[src/rtl/hash_lut_cfg_ctrl.sv]
// hash_lut_cfg_ctrl: sequences reconfiguration of the hash LUT bank.
// Drains in-flight lookups, then clears every LUT bit with the config strobe high.
// Next it forwards host bit-writes and finally returns the bank to lookup mode.
// Optional feature macro: HASH_LUT_CTRL_STATS_EN adds wr_cnt_o, a saturating count of
// accepted in-range host writes since the last clear.
module hash_lut_cfg_ctrl #(
    parameter int unsigned AMM_LUT_ADDR_W = 32,
    parameter int unsigned AMM_LUT_DATA_W = 32,
    parameter int unsigned MEM_BLOCKS_CNT = 2,
    parameter int unsigned MEM_BLOCKS_W   = 13,
    parameter int unsigned DRAIN_CYCLES   = 2
) (
    input  logic                      clk_i,
    input  logic                      srst_i,
    input  logic                      cfg_start_i,
    input  logic                      cfg_commit_i,
    input  logic [AMM_LUT_ADDR_W-1:0] host_lut_address_i,
    input  logic                      host_lut_write_i,
    input  logic [AMM_LUT_DATA_W-1:0] host_lut_writedata_i,
    output logic                      host_lut_waitrequest_o,
    input  logic                      lookup_busy_i,
    output logic                      lookup_hold_o,
    output logic                      lut_config_o,
    output logic [AMM_LUT_ADDR_W-1:0] lut_address_o,
    output logic                      lut_write_o,
    output logic [AMM_LUT_DATA_W-1:0] lut_writedata_o,
    output logic                      lut_valid_o,
    output logic                      addr_err_o,
    output logic [2:0]                state_o
`ifdef HASH_LUT_CTRL_STATS_EN
    ,
    output logic [31:0]               wr_cnt_o
`endif
);

    localparam int unsigned TOTAL  = MEM_BLOCKS_CNT << MEM_BLOCKS_W;
    localparam int unsigned CNT_W  = $clog2(TOTAL) + 1;
    localparam int unsigned IDLE_W = (DRAIN_CYCLES > 1) ? $clog2(DRAIN_CYCLES) : 1;

    typedef enum logic [2:0] {
        ST_RUN   = 3'd0,
        ST_DRAIN = 3'd1,
        ST_CLEAR = 3'd2,
        ST_LOAD  = 3'd3,
        ST_REL0  = 3'd4,
        ST_REL1  = 3'd5
    } state_t;

    state_t                    r_state,           w_nxt_state;
    logic [CNT_W-1:0]          r_clr_cnt,         w_nxt_clr_cnt;
    logic [IDLE_W-1:0]         r_idle_cnt,        w_nxt_idle_cnt;
    logic                      r_lut_write,       w_nxt_lut_write;
    logic [AMM_LUT_ADDR_W-1:0] r_lut_address,     w_nxt_lut_address;
    logic [AMM_LUT_DATA_W-1:0] r_lut_writedata,   w_nxt_lut_writedata;
    logic                      r_lut_config,      w_nxt_lut_config;
    logic                      r_lookup_hold,     w_nxt_lookup_hold;
    logic                      r_waitreq,         w_nxt_waitreq;
    logic                      r_lut_valid,       w_nxt_lut_valid;
    logic                      r_addr_err,        w_nxt_addr_err;
    logic                      w_accept;
    logic                      w_in_range;

    // A host write is taken only in LOAD while waitrequest is low
    assign w_accept   = (r_state == ST_LOAD) && host_lut_write_i && !r_waitreq;
    assign w_in_range = host_lut_address_i < AMM_LUT_ADDR_W'(TOTAL);

    // Next-state, datapath and output decode; outputs follow the next state so they align with it
    always_comb begin
        w_nxt_state         = r_state;
        w_nxt_clr_cnt       = r_clr_cnt;
        w_nxt_idle_cnt      = r_idle_cnt;
        w_nxt_lut_write     = 1'b0;
        w_nxt_lut_address   = r_lut_address;
        w_nxt_lut_writedata = r_lut_writedata;
        w_nxt_lut_valid     = r_lut_valid;
        w_nxt_addr_err      = r_addr_err;
        w_nxt_lut_config    = 1'b0;
        w_nxt_lookup_hold   = 1'b1;
        w_nxt_waitreq       = 1'b1;

        case (r_state)
            ST_RUN: begin
                if (cfg_start_i) begin
                    w_nxt_state     = ST_DRAIN;
                    w_nxt_idle_cnt  = '0;
                    w_nxt_lut_valid = 1'b0;
                    w_nxt_addr_err  = 1'b0;
                end
            end
            ST_DRAIN: begin
                if (lookup_busy_i) begin
                    w_nxt_idle_cnt = '0;
                end else if (r_idle_cnt == IDLE_W'(DRAIN_CYCLES - 1)) begin
                    w_nxt_state    = ST_CLEAR;
                    w_nxt_idle_cnt = '0;
                    w_nxt_clr_cnt  = '0;
                end else begin
                    w_nxt_idle_cnt = r_idle_cnt + IDLE_W'(1);
                end
            end
            ST_CLEAR: begin
                w_nxt_lut_write     = 1'b1;
                w_nxt_lut_address   = AMM_LUT_ADDR_W'(r_clr_cnt);
                w_nxt_lut_writedata = '0;
                w_nxt_clr_cnt       = r_clr_cnt + CNT_W'(1);
                if (r_clr_cnt == CNT_W'(TOTAL - 1)) begin
                    w_nxt_state = ST_LOAD;
                end
            end
            ST_LOAD: begin
                if (w_accept) begin
                    if (w_in_range) begin
                        w_nxt_lut_write     = 1'b1;
                        w_nxt_lut_address   = host_lut_address_i;
                        w_nxt_lut_writedata = host_lut_writedata_i;
                    end else begin
                        w_nxt_addr_err = 1'b1;
                    end
                end
                if (cfg_commit_i) begin
                    w_nxt_state = ST_REL0;
                end
            end
            ST_REL0: begin
                w_nxt_state = ST_REL1;
            end
            ST_REL1: begin
                w_nxt_state     = ST_RUN;
                w_nxt_lut_valid = 1'b1;
            end
            default: begin
                w_nxt_state   = ST_CLEAR;
                w_nxt_clr_cnt = '0;
            end
        endcase

        case (w_nxt_state)
            ST_RUN: begin
                w_nxt_lookup_hold = 1'b0;
            end
            ST_CLEAR, ST_REL0: begin
                w_nxt_lut_config = 1'b1;
            end
            ST_LOAD: begin
                w_nxt_lut_config = 1'b1;
                w_nxt_waitreq    = 1'b0;
            end
            default: begin
                w_nxt_lut_config = 1'b0;
            end
        endcase
    end

    // State and registered outputs; reset restarts a full clear
    always_ff @(posedge clk_i) begin
        if (srst_i) begin
            r_state         <= ST_CLEAR;
            r_clr_cnt       <= '0;
            r_idle_cnt      <= '0;
            r_lut_write     <= 1'b0;
            r_lut_address   <= '0;
            r_lut_writedata <= '0;
            r_lut_config    <= 1'b1;
            r_lookup_hold   <= 1'b1;
            r_waitreq       <= 1'b1;
            r_lut_valid     <= 1'b0;
            r_addr_err      <= 1'b0;
        end else begin
            r_state         <= w_nxt_state;
            r_clr_cnt       <= w_nxt_clr_cnt;
            r_idle_cnt      <= w_nxt_idle_cnt;
            r_lut_write     <= w_nxt_lut_write;
            r_lut_address   <= w_nxt_lut_address;
            r_lut_writedata <= w_nxt_lut_writedata;
            r_lut_config    <= w_nxt_lut_config;
            r_lookup_hold   <= w_nxt_lookup_hold;
            r_waitreq       <= w_nxt_waitreq;
            r_lut_valid     <= w_nxt_lut_valid;
            r_addr_err      <= w_nxt_addr_err;
        end
    end

    assign host_lut_waitrequest_o = r_waitreq;
    assign lookup_hold_o          = r_lookup_hold;
    assign lut_config_o           = r_lut_config;
    assign lut_address_o          = r_lut_address;
    assign lut_write_o            = r_lut_write;
    assign lut_writedata_o        = r_lut_writedata;
    assign lut_valid_o            = r_lut_valid;
    assign addr_err_o             = r_addr_err;
    assign state_o                = r_state;

`ifdef HASH_LUT_CTRL_STATS_EN
    logic [31:0] r_wr_cnt, w_nxt_wr_cnt;

    // Saturating count of in-range host writes, zeroed whenever a clear begins
    always_comb begin
        w_nxt_wr_cnt = r_wr_cnt;
        if ((w_nxt_state == ST_CLEAR) && (r_state != ST_CLEAR)) begin
            w_nxt_wr_cnt = '0;
        end else if (w_accept && w_in_range && (r_wr_cnt != '1)) begin
            w_nxt_wr_cnt = r_wr_cnt + 32'd1;
        end
    end

    // Statistics register
    always_ff @(posedge clk_i) begin
        if (srst_i) begin
            r_wr_cnt <= '0;
        end else begin
            r_wr_cnt <= w_nxt_wr_cnt;
        end
    end

    assign wr_cnt_o = r_wr_cnt;
`endif

endmodule

[config.mk]
export PLATFORM = sky130hd
export DESIGN_NAME = hash_lut_cfg_ctrl
export DESIGN_NICKNAME = d
export VERILOG_FILES = /design/src/rtl/hash_lut_cfg_ctrl.sv
export SDC_FILE = /design/constraint.sdc
export NUM_CORES = 1
export LEC_CHECK = 0
export CORE_ASPECT_RATIO = 0.7
export CORE_MARGIN = 2
export CORE_UTILIZATION = 25
export CTS_CLUSTER_DIAMETER = 60
export DETAILED_ROUTE_END_ITERATION = 8
export GPL_TIMING_DRIVEN = 0
export PLACE_DENSITY = 0.49
export REMOVE_ABC_BUFFERS = 1
export SYNTH_ARGS = -nofsm -noshare
export SYNTH_HDL_FRONTEND = slang
export SYNTH_SLANG_ARGS = --single-unit
[constraint.sdc]
create_clock -name clk_i -period 3.8 [get_ports clk_i]
set_input_delay 0.38 -clock clk_i [delete_from_list [all_inputs] [get_ports clk_i]]
set_output_delay 0.38 -clock clk_i [all_outputs]
set_load 0.005 [all_outputs]
==> results of run 1 <==
[state kept, by name, summed over array words and instances (netlist names), 3 cells and up]
name,cells
lut_address_o,32
lut_writedata_o,32
r_clr_cnt,15
state_o,3
[worst paths after layout]
kind                            cells after the start                               end  slack (ps)                            from
worst max-delay path                                7  lut_writedata_o[28]$_SDFFE_PP0P_         800           state_o[1]$_SDFF_PP1_
worst min register to register                      1    lut_address_o[23]$_SDFFE_PP0P_         460  lut_address_o[23]$_SDFFE_PP0P_
worst max register to register                      7  lut_writedata_o[28]$_SDFFE_PP0P_         800           state_o[1]$_SDFF_PP1_
worst min-delay path                                1    lut_address_o[23]$_SDFFE_PP0P_         460  lut_address_o[23]$_SDFFE_PP0P_
[power by group]
part	switching [mW]	internal, mW	total (mW)
registers	0.00597	0.938	0.944
logic	0.0263	0.0734	0.0997
clock network	0.377	0.462	0.839
[cell usage in the layout (no fill, tap or decap), types with 3 or more instances in the layout]
master,instances
clkdlybuf4s50_1,142
dfxtp_1,89
nor2_1,33
a22o_1,32
and2_1,17
mux2i_1,15
a211oi_1,15
xnor2_1,11
nor4_1,9
nand3_1,9
clkbuf_16,9
nand2_1,7
a21oi_1,7
nor3_1,5
nand4_1,4
o21ai_0,3
inv_1,3
[critical path, stage by stage, from the launching register on]
cell and delay, ps:
dfxtp_1 540, and3b_2 640, nand4_1 320, o21bai_2 570
buf_16 230, nor2_4 80, buf_12 260, a22o_1 240
[routing by layer]
layer	GRT usage, %	up-vias
met2	19.9	72
met1	18.4	1278
li1	-	1400
met4	3.46	0
met5	0	-
met3	4.25	4
[cell families after synthesis]
group,Yosys count,share of synthesized area (%)
AND/OR/NAND/NOR,107,18.2
flip-flops,89,54.0
AO/OA/AOI/OAI,64,15.2
buffers and inverters,24,3.79
multiplexers,16,5.24
XOR/XNOR,12,3.19
adder cells (fa/ha/maj),1,0.379
[final cells by class]
| cell class | instances | area, um^2 | area share, % |
|---|---|---|---|
| flip-flops and latches | 89 | 1780 | 34.3 |
| repair buffers | 145 | 1500 | 28.8 |
| multi-input cells | 200 | 1410 | 27.1 |
| clock buffers | 10 | 239 | 4.60 |
| well taps | 166 | 208 | 4.00 |
| clock inverters | 6 | 42.5 | 0.820 |
| inverters | 4 | 17.5 | 0.338 |
==> results.sh, run 1 <==
export IMPL_outcome="completed"
export IMPL_grt_max_degree=37
export IMPL_drt_initial_drc_count=79
export IMPL_htreeDepth=3
export IMPL_f_max_ghz=0.333
export IMPL_worstPathArrival_ps=3220
export IMPL_post_cts_resize_count=0
export IMPL_top_signal_layer_used="met4"
export IMPL_yosys_cell_types_count=45
export IMPL_std_cell_rows=35
export IMPL_power_leakage_nw=1.81
export IMPL_fin_hold_ws_ps=456
export IMPL_final_instance_count_excl_fill=620
export IMPL_area_growth_synth_to_final_pct=57.4
export IMPL_overall_track_demand_over_capacity_in_global_routing_pct=13.2
export IMPL_layout_cell_share_with_drive_strength_beyond_1_pct=7.71
export IMPL_finalSetupViolations=0
export IMPL_area_of_the_die_um2=14100
export IMPL_initial_antenna_violation_count=0
export IMPL_drt_vias_per_instance=4.44
export IMPL_number_of_enable_flip_flop_cells_after_synthesis=0
export IMPL_worstPathRequired_ps=4020
export IMPL_yosysTopAreaCellShare_pct=54.0
export IMPL_final_core_util_pct=39.9
export IMPL_netlist_area_um2=3300
export IMPL_worst_slew_pin_slew_ps=1270
export IMPL_initial_utilization_pct=25.4
export IMPL_post_synth_main_area_contributors="dfxtp_1, a22o_1, mux2i_1"
export IMPL_portBuffers=142
export IMPL_ant_nets=0
export IMPL_cp_start_kind="flip-flop"
export IMPL_slew_violations=0
export IMPL_fin_nets=520
export IMPL_synth_sequential_area_ratio_pct=54.0
export IMPL_detailedRoute_firstPassIterationCount=4
export IMPL_core_region_area_um2=13000
export IMPL_num_antenna_cells=0
export IMPL_gp_congestion=0.735
export IMPL_cts_root_buffer_cell="clkbuf_16"
export IMPL_dr_total_vias=2754
export IMPL_drc=0
export IMPL_met3RoutedLength_um=557
export IMPL_dpl_cell_count=603
export IMPL_timing_hold_violations_final=0
export IMPL_io_pins=143
export IMPL_cts_max_path_buffers=2
export IMPL_layout_cell_area_non_filler_um2=5190
export IMPL_synthesis_area_per_instance_um2=10.5
export IMPL_ys_ff_latch=89
export IMPL_setup_ws_ps=799
export IMPL_tritoncts_num_sinks=89
export IMPL_clock_tree_from_tritoncts="done"
export IMPL_worst_clock_skew_ps=8.24
export IMPL_synth_largest_area_cell="dfxtp_1"
export IMPL_power_total_mw=1.88
export IMPL_synth_top_cells_by_count="dfxtp_1, nor2_1, a22o_1"
export IMPL_detailedPlace_worstSlack_ps=328
export IMPL_avgRoutedWirePerCell_um=15.1
export IMPL_synthArstFlopShare_pct=0
export IMPL_min_path_type="reg -> reg"
export IMPL_wl_met1_um=4600
export IMPL_floorplan_die_height_um=100
export IMPL_post_dp_hpwl_um=6870
export IMPL_cap_viol_max_count=0
export IMPL_global_route_wire_length_before_repair_um=14400
export IMPL_fillers=1267
export IMPL_first_global_vias=2588
export IMPL_setup_tns_ps=0
export IMPL_yosys_cell_count_top_type="dfxtp_1"
export IMPL_post_cts_setup_buffers=0
export IMPL_dpl_cell_area_um2=4880
export IMPL_critical_path_max_fanout=36
export IMPL_finalCritPeriodShare_pct=79.0
export IMPL_ir_drop_v=0.000201
export IMPL_drt_wl_total_um=9390
export IMPL_synth_cells=313
export IMPL_cts_hold_buf=0
export IMPL_finalCriticalPeriod_ps=3000
export IMPL_p_per_area_nw_per_um2=363
export IMPL_clk_insertion_delay_late_ps=330
export IMPL_yosysWarnings=0
export IMPL_max_slew_margin_pct=14.9
export IMPL_overflow=0
export IMPL_dominantRegCellSynth="dfxtp_1"
export IMPL_numCtsBuffers=9
export IMPL_worst_setup_path_end_kind="flip-flop"
export IMPL_rsz0062_at_grt="false"
export IMPL_fp_dieW_um=141
export IMPL_wl_met2_um=4170
export IMPL_timing_setup_critical_path_class="reg -> reg"
export IMPL_clkTransAtPathRegs_ps=60
Power figures use the tool's default switching activity.
==> inputs of run 2 (changes only) <==
clock period = 2.8 ns   (was 3.8 ns; I/O delays follow)
==> run 2 against run 1 <==
Against the previous run:
- critical path type unchanged
- sequential share of layout area is 0.058 points lower
- via count increased by 0.76%
- die area did not move
- combinational power rose by 35%
- non-clock buffer count stayed put
- largest cell class unchanged
- critical path depth is 1 lower
==> results.sh, run 2 (synthesized netlist as in run 1, its figures left out) <==
export IMPL_std_cell_rows=35
export IMPL_timing_setup_critical_path_class="reg -> reg"
export IMPL_htreeDepth=3
export IMPL_cap_viol_max_count=0
export IMPL_portBuffers=142
export IMPL_commonest_non_fill_non_tap_cells_in_the_layout="clkdlybuf4s50_1, dfxtp_1, nor2_1"
export IMPL_min_path_type="reg -> reg"
export IMPL_drc=0
export IMPL_min_delay_path_depth=1
export IMPL_drt_initial_drc_count=100
export IMPL_outcome="completed"
export IMPL_drt_wl_total_um=9770
export IMPL_dpl_cell_count=603
export IMPL_p_sw_mw=0.560
export IMPL_hold_path_endpoint="lut_address_o[23]$_SDFFE_PP0P_"
export IMPL_area_of_the_die_um2=14100
export IMPL_reg2reg_depth=6
export IMPL_rsz0062_at_grt="false"
export IMPL_ir_drop_v=0.000274
export IMPL_path_cells="and3b_4, nand4_1, o21bai_4, nor2_4, buf_12, a22o_1"
export IMPL_first_global_vias=2624
export IMPL_cts_max_path_buffers=2
export IMPL_overflow=0
export IMPL_finalSetupViolations=0
export IMPL_max_slew_margin_pct=14.5
export IMPL_overall_track_demand_over_capacity_in_global_routing_pct=13.8
export IMPL_worst_r2r_startpoint="state_o[1]$_SDFF_PP1_"
export IMPL_dr_total_vias=2775
export IMPL_finalCritPeriodShare_pct=93.2
export IMPL_worst_clock_skew_ps=8.04
export IMPL_f_max_ghz=0.383
export IMPL_critical_path_max_fanout=36
export IMPL_avgRoutedWirePerCell_um=15.7
export IMPL_clkTransAtPathRegs_ps=70
export IMPL_ant_nets=0
export IMPL_post_dp_hpwl_um=6870
export IMPL_swShare_pct=21.9
export IMPL_min_from="lut_address_o[23]$_SDFFE_PP0P_"
export IMPL_layout_cell_share_with_drive_strength_beyond_1_pct=7.91
export IMPL_fin_hold_ws_ps=456
export IMPL_cp_start_kind="flip-flop"
export IMPL_cts_hold_buf=0
export IMPL_worstPathRequired_ps=3030
export IMPL_drt_vias_per_instance=4.47
export IMPL_power_leakage_nw=1.81
export IMPL_p_seq_share_pct=50.0
export IMPL_gp_congestion=0.735
export IMPL_core_region_area_um2=13000
export IMPL_crit_path_max_incr_delay_ps=550
export IMPL_cp_top_family="simple AND/OR/NAND/NOR gates"
export IMPL_combinational_share_of_power_pct=5.3
export IMPL_finalCriticalPeriod_ps=2610
export IMPL_io_pins=143
export IMPL_most_common_cell_after_layout_fill_and_taps_aside="clkdlybuf4s50_1"
export IMPL_detailedRoute_firstPassIterationCount=4
export IMPL_worst_setup_path_end_kind="flip-flop"
export IMPL_internal_power_mw=2.00
export IMPL_clk_insertion_delay_late_ps=330
export IMPL_initial_antenna_violation_count=0
export IMPL_fp_dieW_um=141
export IMPL_cts_root_buffer_cell="clkbuf_16"
export IMPL_final_core_util_pct=40.0
export IMPL_setup_tns_ps=0
export IMPL_timing_rr_end="lut_writedata_o[28]$_SDFFE_PP0P_"
export IMPL_slew_violations=0
export IMPL_global_route_wire_length_before_repair_um=14900
export IMPL_crit_buf_inv=1
export IMPL_clock_tree_from_tritoncts="done"
export IMPL_grt_max_degree=37
export IMPL_p_per_area_nw_per_um2=492
export IMPL_num_antenna_cells=0
export IMPL_initial_utilization_pct=25.4
export IMPL_r2r_setup_slack_ps=190
export IMPL_worst_slew_pin_slew_ps=1280
export IMPL_worstPathArrival_ps=2840
export IMPL_fin_nets=521
export IMPL_numCtsBuffers=9
export IMPL_timing_hold_violations_final=0
export IMPL_critical_path_slowest_cell="dfxtp_1"
export IMPL_tritoncts_num_sinks=89
export IMPL_floorplan_die_height_um=100
export IMPL_p_clk_share_pct=44.7
export IMPL_area_growth_synth_to_final_pct=57.6
export IMPL_final_instance_count_excl_fill=621
## run 2: area by class of cell
| cell class | count | area (um^2) |
|---|---|---|
| fillers | 1262 | 7810 |
| flip-flops and latches | 89 | 1780 |
| clock buffers | 10 | 239 |
| well taps | 166 | 208 |
| multi-input cells | 201 | 1430 |
| clock inverters | 6 | 42.5 |
| repair buffers | 145 | 1480 |
| inverters | 4 | 17.5 |
## run 2: worst max-delay path by stage
stage | slack, ps | cells after the start | to | from
2_1_floorplan | -320 | 5 | lut_writedata_o[0]$_SDFFE_PP0P_ | state_o[2]$_SDFF_PP0_
3_3_place_gp | -1680 | 5 | lut_writedata_o[4]$_SDFFE_PP0P_ | state_o[2]$_SDFF_PP0_
3_5_place_dp | -630 | 6 | lut_writedata_o[22]$_SDFFE_PP0P_ | state_o[1]$_SDFF_PP1_
4_1_cts | 180 | 5 | lut_writedata_o[22]$_SDFFE_PP0P_ | state_o[1]$_SDFF_PP1_
5_1_grt | 30 | 5 | lut_writedata_o[12]$_SDFFE_PP0P_ | state_o[1]$_SDFF_PP1_
6_report | 190 | 6 | lut_writedata_o[28]$_SDFFE_PP0P_ | state_o[1]$_SDFF_PP1_
## run 2: repair_timing
item / in CTS / in global routing
setup endpoints to repair: 65 / 0
buffers inserted: 1 / 0
gates resized for setup: 3 / 0
## run 2: power groups by stage
| stage | clock [mW] | sequential (mW) | combinational, mW |
|---|---|---|---|
| 4_1_cts | 1.18 | 1.28 | 0.137 |
| 6_report | 1.14 | 1.28 | 0.135 |
| 3_3_place_gp | 0 | 1.31 | 0.133 |
| 2_1_floorplan | 0 | 1.31 | 0.0184 |
| 5_1_grt | 1.24 | 1.28 | 0.144 |
| 3_5_place_dp | 0 | 1.31 | 0.135 |
## run 2: metrics by stage
| step | power [mW] | setup slack [ps] | cell area (um^2) |
|---|---|---|---|
| final | 2.56 | 191 | 5200 |
| after global routing | 2.66 | 32.8 | 5200 |
| after CTS | 2.60 | 184 | 5200 |
| after detailed placement | 1.44 | -631 | 4880 |
| after global placement | 1.44 | -1680 | 4820 |
| after floorplan | 1.33 | -322 | 3190 |
## run 2: routing by layer
layer | track usage (%) | part of all wire, % | up-vias
li1 | - | - | 1405
met1 | 19.5 | 50 | 1288
met2 | 20.5 | 44 | 77
met3 | 4.25 | 5.7 | 5
met4 | 3.46 | 0.58 | 0
met5 | 0 | 0 | -
==> RTL edit 1, RTL diff (flow settings as in run 2) <==
Build with the macro `HASH_LUT_CTRL_STATS_EN` defined.
--- a/src/rtl/hash_lut_cfg_ctrl.sv
+++ b/src/rtl/hash_lut_cfg_ctrl.sv
@@ -5,2 +5,4 @@
 // accepted in-range host writes since the last clear.
+`define HASH_LUT_CTRL_STATS_EN
+
 module hash_lut_cfg_ctrl #(
Check against the original RTL (old outputs only; new: wr_cnt_o): equivalent (Yosys induction, for registers that start in step).
==> RTL edit 1 against run 2 <==
  * Clock power rose by 130%
  * Final cell count rose by 70%
  * Sequential power rose by 36%
  * Area after synthesis rose by 59%
  * Wire length rose by 66%
  * Critical path depth fell by 1
  * Power rose by 75%
  * Final area rose by 54%
  * Sequential cell count rose by 32
  * Setup slack got worse by 63 ps
==> RTL edit 1: results (changes against run 2) <==
status: "finished, final reports clean"  # unchanged
max_slew.worst_pin.slew_ps: 968  # was 1280 ps
crit_buf_inv: 0  # was 1
final_layout_size_suffix_gt1_share_pct: 7.72  # was 7.91%
avgViaCountPerCell: 4.84  # was 4.47
area_growth_pct: 52.7  # was 57.6%
yosys.area_share.adder_pct: 0.479  # was 0.379%
port_buffers: 174  # was 142
syn-instance-count: 605  # was 313
antenna_cells: 0  # unchanged
wl_um: 16300  # was 9770 um
grt_usage_pct: 14.8  # was 13.8%
grt_pass1_wl_um: 26200  # was 14,900 um
cts_root_buffer: "clkbuf_16"  # unchanged
synthArstFlopShare_pct: 0  # unchanged
min_path_type: "in -> reg"  # was reg -> reg
ys_seq_area_share_pct: 46.3  # was 54.0%
grt_pass1_vias: 5005  # was 2,624
synthMuxAreaShare_pct: 3.45  # was 5.24%
dp.cells: 1019  # was 603
yosys.area.top_type_share_pct: 46.3  # was 54.0%
hpwl_um: 11500  # was 6870 um
htree_levels: 4  # was 3
worstSkewPairLatency_ps: 410  # was 330 ps
dr_total_vias: 5096  # was 2,775
synth-compound-area-share_pct: 14.3  # was 15.2%
peakVddDrop_mv: 0.328  # was 0.274 mV
synth_cell_type_count: 54  # was 45
fin_worst_skew_ps: 9.54  # was 8.04 ps
slowest_delay_ps: 670  # was 550 ps
slowest_stage: "nand4_1"  # was dfxtp_1
grt_antenna_before_repair: 1  # was 0
synth.area.top_cells: "dfxtp_1, a21oi_1, nand3_1"  # was dfxtp_1, a22o_1, mux2i_1
maxSlewViolCount: 0  # unchanged
path_clk_slew_ps: 60
drtPass1Iterations: 4  # unchanged
synth-xor-area-share_pct: 2.01  # was 3.19%
path_delay_family: "simple AND/OR/NAND/NOR gates"  # unchanged
gp_routability_congestion: 0.753  # was 0.735
grt_max_degree: 53  # was 37
setup_tns_ps: 0  # unchanged
clockBufferDepth: 2  # unchanged
cp_max_fo: 10  # was 36
placed_area_um2: 7260  # was 4880 um^2
nNetsFinal: 836  # was 521
ant_nets: 0  # unchanged
fillCellCount: 2052  # was 1,262
yosys_warnings: 0  # unchanged
synth-main-ff-cell: "dfxtp_1"  # unchanged
p_leak_nw: 2.67  # was 1.81 nW
cts_buffers: 17  # was 9
drt_iter0_drc: 245  # was 100
cp.arrival_ps: 2940  # was 2840 ps
synth_commonest_cells: "dfxtp_1, a21oi_1, nand2_1, nand3_1, nor2_1"  # was dfxtp_1, nor2_1, a22o_1, and2_1
dpl_worst_slack_ps: -409  # was -631 ps
RTL edit 1: cell count changes in the layout (fill, tap and decap cells not counted), moves of 8 or more:
| cell | delta |
|---|---|
| clkdlybuf4s50_1 | +31 |
| clkbuf_16 | +8 |
| dfxtp_1 | +32 |
| nor2_1 | +9 |
| a21oi_1 | +63 |
| o31ai_1 | +21 |
| nand2_1 | +57 |
| or4_1 | +21 |
| a22o_1 | -32 |
| nand3_1 | +43 |
RTL edit 1: cells by family (layout without fill, tap and decap cells):
logic type      after synthesis  in the layout
fa+ha+maj                     2              2
flops                       121            121
buf+inv                      49            220
mux                          18             18
compound gates              126            126
simple gates                277            278
xor+xnor                     12             12
RTL edit 1: worst paths after layout:
path | from | endpoint | slack (ps) | cells past startpoint
worst max-delay path | wr_cnt_o[2] | wr_cnt_o[13] | 130 | 5
worst min-delay path | srst_i | addr_err_o | 230 | 2
worst max register to register | wr_cnt_o[2] | wr_cnt_o[13] | 130 | 5
worst min register to register | lut_address_o[29] | lut_address_o[29] | 460 | 1
RTL edit 1: report_power, final:
group / internal, mW / leakage, nW / switching (mW)
logic: 0.108 / 1.36 / 0.0589
clock network: 1.69 / 0.335 / 0.874
registers: 1.73 / 0.976 / 0.00637
total: 3.53 / 2.67 / 0.939
RTL edit 1: per-layer routing:
layer / wire, um / global-route usage (%)
met2: 7270 / 23.1
met4: 155 / 4.52
met1: 7850 / 19.8
met3: 971 / 4.47
met5: 13 / 0
RTL edit 1: timing repair:
action,in CTS,in global routing
endpoints found under the setup margin,37,37
gates cloned,1,0
gates resized for setup,3,2
pin swaps,0,1
setup buffers,0,1
RTL edit 1: layout make-up:
type                    count  share of cell area (%)
clock buffers              17                    5.33
clock inverters            15                    3.27
inverters                   9                   0.423
multi-input cells         436                    33.2
flip-flops and latches    121                    30.3
well taps                 276                    4.32
repair buffers            179                    23.1
==> RTL edit 2, RTL diff (flow settings as in run 2) <==
Made on the original files. Put one more register stage on the output `addr_err_o`, without a reset. The value now appears one clock later. The other outputs are not delayed to match.
--- a/src/rtl/hash_lut_cfg_ctrl.sv
+++ b/src/rtl/hash_lut_cfg_ctrl.sv
@@ -189,3 +189,5 @@
     assign lut_valid_o            = r_lut_valid;
-    assign addr_err_o             = r_addr_err;
+    always_ff @(posedge clk_i) begin
+        addr_err_o <= r_addr_err;
+    end
     assign state_o                = r_state;
Behaviour: no difference found for any inputs over 10 cycles, from zero or initial values and one cycle with srst_i high; that may be too few to reach the edited logic, so the function may still have changed.
==> RTL edit 2 against run 2 <==
  * Clock skew hardly changed
  * Final area grew 0.96%
  * Largest cell class unchanged
  * Sequential share of layout area is 0.055 points higher
  * Wire length decreased by 1.0%
  * Setup slack better by 59 ps
  * Area after synthesis up 0.61%
  * Sequential cell count grew 1
  * Power grew 3.8%
  * Synthesized cell count grew 0.32%
==> RTL edit 2: results (changes against run 2) <==
grt_pass1_wl_um: 14800  # was 14,900 um
grt_max_degree: 38  # was 37
use_met3_pct: 4.44  # was 4.25%
peakVddDrop_mv: 0.287  # was 0.274 mV
synth.area.top_cells: "dfxtp_1, a22o_1, mux2i_1"  # unchanged
final_layout_size_suffix_gt1_share_pct: 8.10  # was 7.91%
nNetsFinal: 523  # was 521
synth_commonest_cells: "dfxtp_1, nor2_1, a22o_1, and2_1"  # unchanged
p_leak_nw: 1.83  # was 1.81 nW
ys_seq_area_share_pct: 54.3  # was 54.0%
dr_total_vias: 2847  # was 2,775
dpl_worst_slack_ps: -674  # was -631 ps
met1_usage_pct: 18.6  # was 19.5%
area_growth_pct: 58.2  # was 57.6%
routed-wl-met2_um: 4100  # was 4310 um
dp.cells: 604  # was 603
grt_usage_pct: 13.6  # was 13.8%
fillCellCount: 1273  # was 1,262
min_path_type: "reg -> reg"  # unchanged
max_slew_margin_pct: 17.0  # was 14.5%
synth_cell_type_count: 45  # unchanged
cp_max_fo: 37  # was 36
clockBufferDepth: 2  # unchanged
dr_wl_met3_um: 617  # was 558 um
grt_pass1_vias: 2699  # was 2,624
placed_area_um2: 4900  # was 4880 um^2
fin_worst_skew_ps: 7.63  # was 8.04 ps
drt_iter0_drc: 187  # was 100
routedWlPerCell_um: 15.5  # was 15.7 um
wl_um: 9670  # was 9770 um
synth.avg_cell_area_um2: 10.6  # was 10.5 um^2
gp_routability_congestion: 0.701  # was 0.735
cts_root_buffer: "clkbuf_16"  # unchanged
drt-met1-wl_um: 4730  # was 4840 um
gr-usage-met2_pct: 19.9  # was 20.5%
hpwl_um: 6840  # was 6870 um
status: "finished, final reports clean"  # unchanged
## RTL edit 2: final timing paths
check	from	to	slack (ps)	cells past startpoint
setup / recovery	state_o[1]	lut_writedata_o[16]	250	6
hold reg to reg	r_addr_err	addr_err_o	370	0
setup reg to reg	state_o[1]	lut_writedata_o[16]	250	6
hold / removal	r_addr_err	addr_err_o	370	0
## RTL edit 2: cell families (layout without fill, tap and decap cells)
logic type	count (synthesis)	in the layout	synth area share (%)
AOI/OAI and AO/OA	64	65	15.1
xor gates and xnor gates	12	12	3.17
adders and majority gates	1	1	0.377
buffers and inverters	24	166	3.77
DFF	90	90	54.3
muxes	16	16	5.20
and+or+nand+nor	107	107	18.1
## RTL edit 2: timing repair
item,in CTS,in global routing
cloned,1,0
setup endpoints to repair,65,62
pin swaps,2,1
resized for setup,2,1
buffers inserted,1,1
hold buffers,0,0
## RTL edit 2: power by group
group / internal (mW) / switching (mW) / leakage [nW]
combinational: 0.0995 / 0.0356 / 0.959
clock: 0.700 / 0.529 / 0.150
sequential: 1.29 / 0.00760 / 0.726
total: 2.09 / 0.572 / 1.83
## RTL edit 2: area by class of cell
class	instances	area share, %
Clock buffer	9	4.29
Tap cell	166	3.96
Inverter	4	0.334
Clock inverter	7	1.50
Sequential cell	90	34.3
Multi-Input combinational cell	201	27.3
Timing Repair Buffer	146	28.3
## RTL edit 2: through the flow
step | power, mW | hold slack, ps | TNS [ps]
2_1_floorplan | 1.34 | 331 | -14930
3_3_place_gp | 1.46 | 362 | -81700
3_5_place_dp | 1.46 | 361 | -32940
4_1_cts | 2.70 | 370 | 0
5_1_grt | 2.76 | 380 | 0
6_report | 2.66 | 372 | 0
